<file path="src/rtl/keypad_pkg.sv">
// keypad_pkg
// Shared definitions for the 4x4 hex keypad scanner: matrix geometry,
// controller state encoding and small helpers for column drive and row
// priority encoding.
package keypad_pkg;

  localparam int NUM_ROWS = 4;
  localparam int NUM_COLS = 4;
  localparam int CODE_W   = 4;
  localparam int ROW_W    = $clog2(NUM_ROWS);
  localparam int COL_W    = $clog2(NUM_COLS);

  typedef enum logic [2:0] {
    IDLE,
    SCAN,
    DEBOUNCE,
    REPORT,
    RELEASE
  } state_t;

  // One-hot column drive for the column currently being scanned.
  function automatic logic [NUM_COLS-1:0] onehot_col(input logic [COL_W-1:0] idx);
    onehot_col      = '0;
    onehot_col[idx] = 1'b1;
  endfunction

  // Index of the lowest set row; walking downward lets the lowest index
  // overwrite any higher one. Returns 0 for an all-zero pattern.
  function automatic logic [ROW_W-1:0] lowest_row(input logic [NUM_ROWS-1:0] pattern);
    lowest_row = '0;
    for (int i = NUM_ROWS - 1; i >= 0; i--) begin
      if (pattern[i]) begin
        lowest_row = ROW_W'(i);
      end
    end
  endfunction

endpackage

</file>
<file path="src/rtl/keypad_sync.sv">
// keypad_sync
// Two-flop synchronizer for a bus of independent, slowly changing lines
// (the keypad row returns). Each bit is synchronized on its own; no
// cross-bit coherence is implied.
// Ports:
//   clk  - destination clock, rising edge
//   rst  - asynchronous, active-high reset (clears both stages)
//   d    - asynchronous input lines
//   q    - synchronized output, two clk edges behind d
module keypad_sync #(
  parameter int WIDTH = 4
) (
  input  logic             clk,
  input  logic             rst,
  input  logic [WIDTH-1:0] d,
  output logic [WIDTH-1:0] q
);

  logic [WIDTH-1:0] meta_reg;
  logic [WIDTH-1:0] sync_reg;

  always_ff @(posedge clk or posedge rst) begin
    if (rst) begin
      meta_reg <= '0;
      sync_reg <= '0;
    end else begin
      meta_reg <= d;
      sync_reg <= meta_reg;
    end
  end

  assign q = sync_reg;

endmodule

</file>
<file path="src/rtl/keypad_scan_ctrl.sv">
// keypad_scan_ctrl
// Scan controller for a 4x4 hex keypad matrix. Drives the columns,
// samples the synchronized rows, debounces press and release, and hands
// each press to the consumer as a 4-bit code (4*row + col) over a
// valid/ready handshake.
// Ports:
//   clock     - system clock, rising edge
//   reset     - asynchronous, active-high reset
//   Row       - raw row returns from the matrix (asynchronous)
//   Col       - column drive: 1111 while idle, one-hot otherwise
//   key_code  - encoded key of the pending/last event
//   key_valid - key_code holds an event not yet accepted
//   key_ready - consumer accepts the event when key_valid is high
//   key_held  - a debounced key is currently down
// Build option:
//   KEYPAD_REPEAT_EN - when defined, a held key re-reports every
//                      REPEAT_CYCLES cycles; otherwise one event per press.
module keypad_scan_ctrl
  import keypad_pkg::*;
#(
  parameter int SETTLE_CYCLES   = 4,
  parameter int DEBOUNCE_CYCLES = 16,
  parameter int REPEAT_CYCLES   = 1024
) (
  input  logic                clock,
  input  logic                reset,
  input  logic [NUM_ROWS-1:0] Row,
  output logic [NUM_COLS-1:0] Col,
  output logic [CODE_W-1:0]   key_code,
  output logic                key_valid,
  input  logic                key_ready,
  output logic                key_held
);

  // The settle time must cover the two synchronizer stages plus the
  // matrix propagation; the repeat interval must leave room for one
  // RELEASE and one REPORT cycle.
  if (SETTLE_CYCLES < 3 || DEBOUNCE_CYCLES < 1 || REPEAT_CYCLES < 3) begin : g_param_check
    $error("keypad_scan_ctrl: illegal parameter value");
  end

  // One counter is shared by settle, press debounce and release debounce;
  // those phases never overlap.
  localparam int CNT_MAX = (SETTLE_CYCLES > DEBOUNCE_CYCLES) ? SETTLE_CYCLES : DEBOUNCE_CYCLES;
  localparam int CNT_W   = $clog2(CNT_MAX);
  localparam logic [CNT_W-1:0] SETTLE_LAST = CNT_W'(SETTLE_CYCLES - 1);
  localparam logic [CNT_W-1:0] DEB_LAST    = CNT_W'(DEBOUNCE_CYCLES - 1);

  logic [NUM_ROWS-1:0] rs;

  state_t              state_reg,   state_next;
  logic [COL_W-1:0]    col_idx_reg, col_idx_next;
  logic [CNT_W-1:0]    cnt_reg,     cnt_next;
  logic [NUM_ROWS-1:0] pat_reg,     pat_next;
  logic [ROW_W-1:0]    row_reg,     row_next;
  logic [CODE_W-1:0]   code_reg,    code_next;

`ifdef KEYPAD_REPEAT_EN
  localparam int REP_W = $clog2(REPEAT_CYCLES);
  // REPORT is re-entered after REPEAT_CYCLES-1 RELEASE cycles, so with a
  // ready consumer successive events are exactly REPEAT_CYCLES apart.
  localparam logic [REP_W-1:0] REP_LAST = REP_W'(REPEAT_CYCLES - 2);
  logic [REP_W-1:0] rep_cnt_reg, rep_cnt_next;
`endif

  keypad_sync #(
    .WIDTH(NUM_ROWS)
  ) u_row_sync (
    .clk(clock),
    .rst(reset),
    .d  (Row),
    .q  (rs)
  );

  always_ff @(posedge clock or posedge reset) begin
    if (reset) begin
      state_reg   <= IDLE;
      col_idx_reg <= '0;
      cnt_reg     <= '0;
      pat_reg     <= '0;
      row_reg     <= '0;
      code_reg    <= '0;
`ifdef KEYPAD_REPEAT_EN
      rep_cnt_reg <= '0;
`endif
    end else begin
      state_reg   <= state_next;
      col_idx_reg <= col_idx_next;
      cnt_reg     <= cnt_next;
      pat_reg     <= pat_next;
      row_reg     <= row_next;
      code_reg    <= code_next;
`ifdef KEYPAD_REPEAT_EN
      rep_cnt_reg <= rep_cnt_next;
`endif
    end
  end

  always_comb begin
    state_next   = state_reg;
    col_idx_next = col_idx_reg;
    cnt_next     = cnt_reg;
    pat_next     = pat_reg;
    row_next     = row_reg;
    code_next    = code_reg;
`ifdef KEYPAD_REPEAT_EN
    // Cleared unless RELEASE keeps seeing the latched pattern.
    rep_cnt_next = '0;
`endif

    case (state_reg)
      IDLE: begin
        // All columns are driven, so any key down shows up here.
        if (rs != '0) begin
          state_next   = SCAN;
          col_idx_next = '0;
          cnt_next     = '0;
        end
      end

      SCAN: begin
        if (cnt_reg == SETTLE_LAST) begin
          cnt_next = '0;
          if (rs != '0) begin
            pat_next   = rs;
            row_next   = lowest_row(rs);
            state_next = DEBOUNCE;
          end else if (col_idx_reg != COL_W'(NUM_COLS - 1)) begin
            col_idx_next = col_idx_reg + 1'b1;
          end else begin
            state_next = IDLE;
          end
        end else begin
          cnt_next = cnt_reg + 1'b1;
        end
      end

      DEBOUNCE: begin
        if (rs != pat_reg) begin
          state_next = IDLE;
        end else if (cnt_reg == DEB_LAST) begin
          state_next = REPORT;
          cnt_next   = '0;
          // key_code only changes when a press is actually reported.
          code_next  = {row_reg, col_idx_reg};
        end else begin
          cnt_next = cnt_reg + 1'b1;
        end
      end

      REPORT: begin
        // Held regardless of rs: a press is never dropped, even if the
        // key is already up by the time the consumer is ready.
        if (key_ready) begin
          state_next = RELEASE;
          cnt_next   = '0;
        end
      end

      RELEASE: begin
        if (rs != '0) begin
          cnt_next = '0;
        end else if (cnt_reg == DEB_LAST) begin
          state_next = IDLE;
          cnt_next   = '0;
        end else begin
          cnt_next = cnt_reg + 1'b1;
        end
`ifdef KEYPAD_REPEAT_EN
        if (rs == pat_reg) begin
          if (rep_cnt_reg == REP_LAST) begin
            state_next = REPORT;
          end else begin
            rep_cnt_next = rep_cnt_reg + 1'b1;
          end
        end
`endif
      end

      default: begin
        state_next = IDLE;
      end
    endcase
  end

  // Once a column is found it stays driven until the key is fully
  // released, which hides keys in other columns.
  assign Col       = (state_reg == IDLE) ? {NUM_COLS{1'b1}} : onehot_col(col_idx_reg);
  assign key_code  = code_reg;
  assign key_valid = (state_reg == REPORT);
  assign key_held  = (state_reg == REPORT) || (state_reg == RELEASE);

endmodule

</file>
<file path="config.mk">
export PLATFORM = sky130hd
export DESIGN_NAME = keypad_scan_ctrl
export DESIGN_NICKNAME = d
export VERILOG_FILES = /design/src/rtl/keypad_pkg.sv /design/src/rtl/keypad_sync.sv /design/src/rtl/keypad_scan_ctrl.sv
export SDC_FILE = /design/constraint.sdc
export NUM_CORES = 1
export LEC_CHECK = 0
export BUFFER_PORTS_ARGS = -buffer_cell sky130_fd_sc_hd__buf_2
export CAP_MARGIN = 20
export CORE_UTILIZATION = 50
export DETAILED_ROUTE_END_ITERATION = 7
export GPL_ROUTABILITY_DRIVEN = 0
export HOLD_SLACK_MARGIN = 0.02
export PLACE_DENSITY = 0.7
export RECOVER_POWER = 100
export SYNTH_ARGS = -nofsm -noshare
export SYNTH_HDL_FRONTEND = slang
export SYNTH_HIERARCHICAL = 1
export SYNTH_SLANG_ARGS = --single-unit
</file>
<file path="constraint.sdc">
create_clock -name clock -period 3.11 [get_ports clock]
set_input_delay 0.622 -clock clock [delete_from_list [all_inputs] [get_ports clock]]
set_output_delay 0.622 -clock clock [all_outputs]
set_load 0.01 [all_outputs]
</file>
* Word level (Yosys, flattened, before mapping)
Cells that the tools add are included.
Storage, ports and cells: word-level logic and storage cells 71, bits in registers 27, output and inout bits 10, input port bits 7
Cells by class: eq/ne operators 18, reduce and logical (&&, ||, !) cells 11, magnitude comparators 2, bitwise gates (word level) 1, add/sub/neg operators 2, multiplexer cells 29
Operators with widths (count):
- 4-bit two-way mux | 7
- 3-bit two-way mux | 9
- 4-bit one-hot mux with 5 select lines | 1
- 2-bit two-way mux | 8
- 2-bit != test, second input constant | 8
- 3-bit one-hot mux with 5 select lines | 1
- 7-bit AND reduction | 1
- 3-bit by 2-bit equality test with 1-bit output, second input constant | 2
- 3-bit != test, second input constant | 2
- 3-bit AND reduction | 2
- 5-bit AND reduction | 1
- 5-bit nonzero test | 1
- 4-bit by 1-bit adder with 4-bit output, second input constant | 1
- 4-bit by 2-bit equality test with 1-bit output, second input constant | 1
- 4-bit equality test, second input constant | 1
- 4-bit != test | 1
- 2-bit one-hot mux with 2 select lines | 1
- 4-bit AND reduction | 1
- 4-bit nonzero test | 1
- 3-bit by 1-bit equality test with 1-bit output, second input constant | 1
- 3-bit equality test, second input constant | 1
- 3-bit zero test | 1
- 2-bit by 3-bit less-than comparator with 1-bit output, second input constant | 1
- 2-bit by 1-bit adder with 2-bit output, second input constant | 1
- other kinds (8) | 8

* Longest topological paths before layout
depth in word-level cells 5, gate-level depth with buffers 6, gate-level depth less buffers 5

* Cells and area by module
The synthesis kept the hierarchy.
Modules (own cells, without submodules):
- keypad_scan_ctrl | cells each 126, area an instance 1224.9 um^2, instances 1, sequential area each 475.5 um^2
- keypad_sync | cells each 9, area an instance 203.9 um^2, instances 1, sequential area each 200.2 um^2

* Worst setup path after synthesis
Ideal clock, no wire load.
path kind reg2reg, from reg u_row_sync.sync_reg[1] (netlist: u_row_sync/q[1]), to reg code_reg[0] (netlist: key_code[0]), library setup time 0.125 ns, path slack 0.920 ns, buffers on the path 1, data required time 2.985 ns, period minus slack after synthesis 2.190 ns, stages on the path, launching flop included 6, arrival 2.064 ns, cells stage by stage dfrtp_1 xor2_1 or4_4 or4_4 buf_6 mux2_4
On the way: word-level cells in the longest chain between the ends 3
RTL lines:
- start: declaration | RTL line keypad_sync.sv:20 | logic [WIDTH-1:0] sync_reg;
- start signal: assignment | RTL line keypad_sync.sv:28 | sync_reg <= meta_reg;
- 4-bit != test | RTL line keypad_scan_ctrl.sv:139 | if (rs != pat_reg) begin
- 1-bit inverter (no source line)
- 3-bit AND reduction (no source line)
- end signal: assignment | RTL line keypad_scan_ctrl.sv:92 | code_reg <= code_next;
- end: declaration | RTL line keypad_scan_ctrl.sv:56 | logic [CODE_W-1:0] code_reg, code_next;
No other way between the ends. A chain may end at the register's enable or synchronous reset.

* Worst setup path after layout
from reg u_row_sync.sync_reg[1] (netlist: u_row_sync/q[1]), to reg code_reg[1] (netlist: key_code[1])
The elaborated chain is that of the path after synthesis.

==> results.toml <==
[status]
run_status = "finished clean"

[pwr]
intPower_mw = 0.725
switchingPower_mw = 0.480
combinationalPowerShare_pct = 41.6
p_leak_nw = 0.717
pwr-share-clk_pct = 12.5
p_total_mw = 1.20
sw_frac_of_total_pct = 39.9
powerDensity_nw_per_um2 = 792
pwr-share-seq_pct = 45.9
ir_drop_v = 0.000472

[timing]
setup_viol = 0
slew_viol_final = 0
final.setup.tns_ns = 0
hold_viol_final = 0
slew_headroom_pct = 51.7
post-route-period-util_pct = 74.5
rsz0062_at_grt = "no"
fmax_ghz = 0.432
fin_skew_ns = 0.0103
tightestPinTransition_ns = 0.723
fin_crit_ns = 2.32

[grt]
grt_use_total_pct = 17.5
use_met3_pct = 2.81
grt_pass1_wl_mm = 4.25
grt_pass1_vias = 966
grt_max_degree = 20
antenna_found_initial = 0
busiest_layer = "met2"
grt_use_met1_pct = 21.9
use_met2_pct = 32.0
grt_remaining_overflow = 0

[worst_setup_path]
cp.arrival_ns = 2.54
worst-setup-path-type = "register to register"
crit_fanout = 6
setup.worst_path.start_class = "register"
r2r_cells = 4
crit_required_ns = 3.33
timing.rr.end = "key_code[1]$_DFFE_PP0P_"
reg2reg_from = "u_row_sync/q[1]$_DFF_PP0_"
rrSetupSlack_ns = 0.79
cp-end-kind = "register"

[floorplanning]
start_util_pct = 52.3
die_area_um2 = 3080
die_x_um = 55.5
ios = 17
core_um2 = 2730
die_h_um = 55.5
row_count = 19

[synth]
yosysMostFrequentCell = "dfrtp_1"
synth_seq_area_share_pct = 47.3
ys_ff_latch = 27
synthTopCellsByCount = "dfrtp_1 (27), nand2_1 (11), inv_1 (10)"
post-synth-top-area-cell = "dfrtp_1"
async_reset_ff_share_pct = 100
synth_top_area_share_pct = 47.3
syn_area_um2 = 1430
synth-main-ff-cell = "dfrtp_1"
yosys_warnings = 6
syn_nets = 147
synthCells = 135
synth_area_leaders = "dfrtp_1 (47%), ha_1 (4.4%), mux2_4 (4.2%), mux2_2 (3.9%), nand2_1 (2.9%)"
synth.avg_cell_area_um2 = 10.6
synth_cell_types = 37
synth-edff-count = 0

[drt]
vias = 983
drtIter0Drc = 12
routed_via_density = 5.40
antenna_left = 0
drc = 0
wl_per_cell_um = 13.7
firstDrtPassIters = 2
routed_wl_mm = 2.49

[worst_hold_path]
hp-class = "input pin to asynchronous set/reset pin"

[clock_network]
clk_latency_ns = 0.32
post_cts_buffers = 0
clkSinkCount = 27
ctsHoldBuffers = 0
clock_path_buffers = 2
cts_resized = 0
htree_levels = 1
root_buffer = "clkbuf_4"
clk_pin_slew_ns = 0.15
cts_tree = "yes"
cts_made_buffers = 3

[finish]
multi_input_area_um2 = 668
nets = 164
syn2layout_area_growth_pct = 6.48
stdcell_count = 182
regArea_um2 = 676
fill_cells = 265
drive_above_1_share_pct = 15.9
diodes = 0

[placed_design]
dp_cells = 178
io_buffers = 16
hpwlAfterDp_mm = 1.87

[flow_run]
cap_violations = 0
critical path, stage by stage (launching register included):
cell     delay [ns]
dfrtp_1        0.46
xor2_1         0.17
or4_1          0.59
or4_1          0.65
mux2_1         0.36
kinds of logic after synthesis:
group                      synth area share [%]
AOI/OAI and AO/OA                          12.5
and+or+nand+nor                            18.7
muxes                                      10.2
xor gates and xnor gates                   2.45
adders and majority gates                  4.38
DFF                                        47.3
buffers and inverters                      4.47
power by group through the flow:
| stage | Combinational, mW | Clock (mW) | Sequential [mW] |
|---|---|---|---|
| after floorplan | 0.442 | 0 | 0.505 |
| after global placement | 0.509 | 0 | 0.555 |
| after detailed placement | 0.524 | 0 | 0.559 |
| after CTS | 0.527 | 0.159 | 0.552 |
| after global routing | 0.575 | 0.173 | 0.570 |
| final | 0.501 | 0.151 | 0.553 |
final cells by class:
cell class                      instances  share of cell area, %
Tap cell                               31                   2.55
Sequential cell                        27                   44.4
Inverter                               10                   2.47
Multi-Input combinational cell         93                   43.9
Clock inverter                          1                  0.493
Clock buffer                            3                   1.48
Timing Repair Buffer                   17                   4.69
per-stage QoR:
step | cell area, um^2 | hold slack, ns | utilization, % | setup slack, ns
4_1_cts | 1560 | 0.217 | 57.0 | 0.841
5_1_grt | 1520 | 0.227 | 55.7 | 0.663
2_1_floorplan | 1430 | 0.331 | - | 0.920
6_report | 1520 | 0.214 | 55.7 | 0.794
3_3_place_gp | 1530 | 0.334 | 55.9 | 0.954
3_5_place_dp | 1530 | 0.335 | 55.9 | 0.925
worst max-delay path by stage:
stage	cells after the start	from	to
2_1_floorplan	5	u_row_sync/q[1]$_DFF_PP0_	key_code[0]$_DFFE_PP0P_
3_3_place_gp	4	u_row_sync/q[1]$_DFF_PP0_	key_code[3]$_DFFE_PP0P_
3_5_place_dp	4	u_row_sync/q[1]$_DFF_PP0_	key_code[1]$_DFFE_PP0P_
4_1_cts	3	state_reg[1]$_DFFE_PP0P_	Col[3]
5_1_grt	3	state_reg[0]$_DFFE_PP0P_	Col[2]
6_report	4	u_row_sync/q[1]$_DFF_PP0_	key_code[1]$_DFFE_PP0P_
cell usage in the layout, fill, tap and decap left out, types with 3 or more instances in the layout:
cell	synthesis	layout
nor2_1	7	7
or2_2	5	5
nand2b_1	5	5
nor2b_1	3	3
buf_2	0	6
o21a_1	3	3
a21oi_1	6	6
xor2_1	4	4
o221ai_1	3	3
nand2_1	11	11
nand3_1	3	3
clkbuf_4	0	3
ha_1	5	5
dfrtp_1	27	27
mux2_2	5	5
o21ai_0	3	3
o211ai_1	3	3
inv_1	10	10
mux2i_1	3	3
clkbuf_1	4	11
metal layers:
layer / wire length, um / part of all wire (%)
met1: 1150 / 46
met2: 1260 / 51
met3: 57 / 2.3
met4: 18 / 0.72
met5: 0 / 0
(Power assumes the default switching activity.)
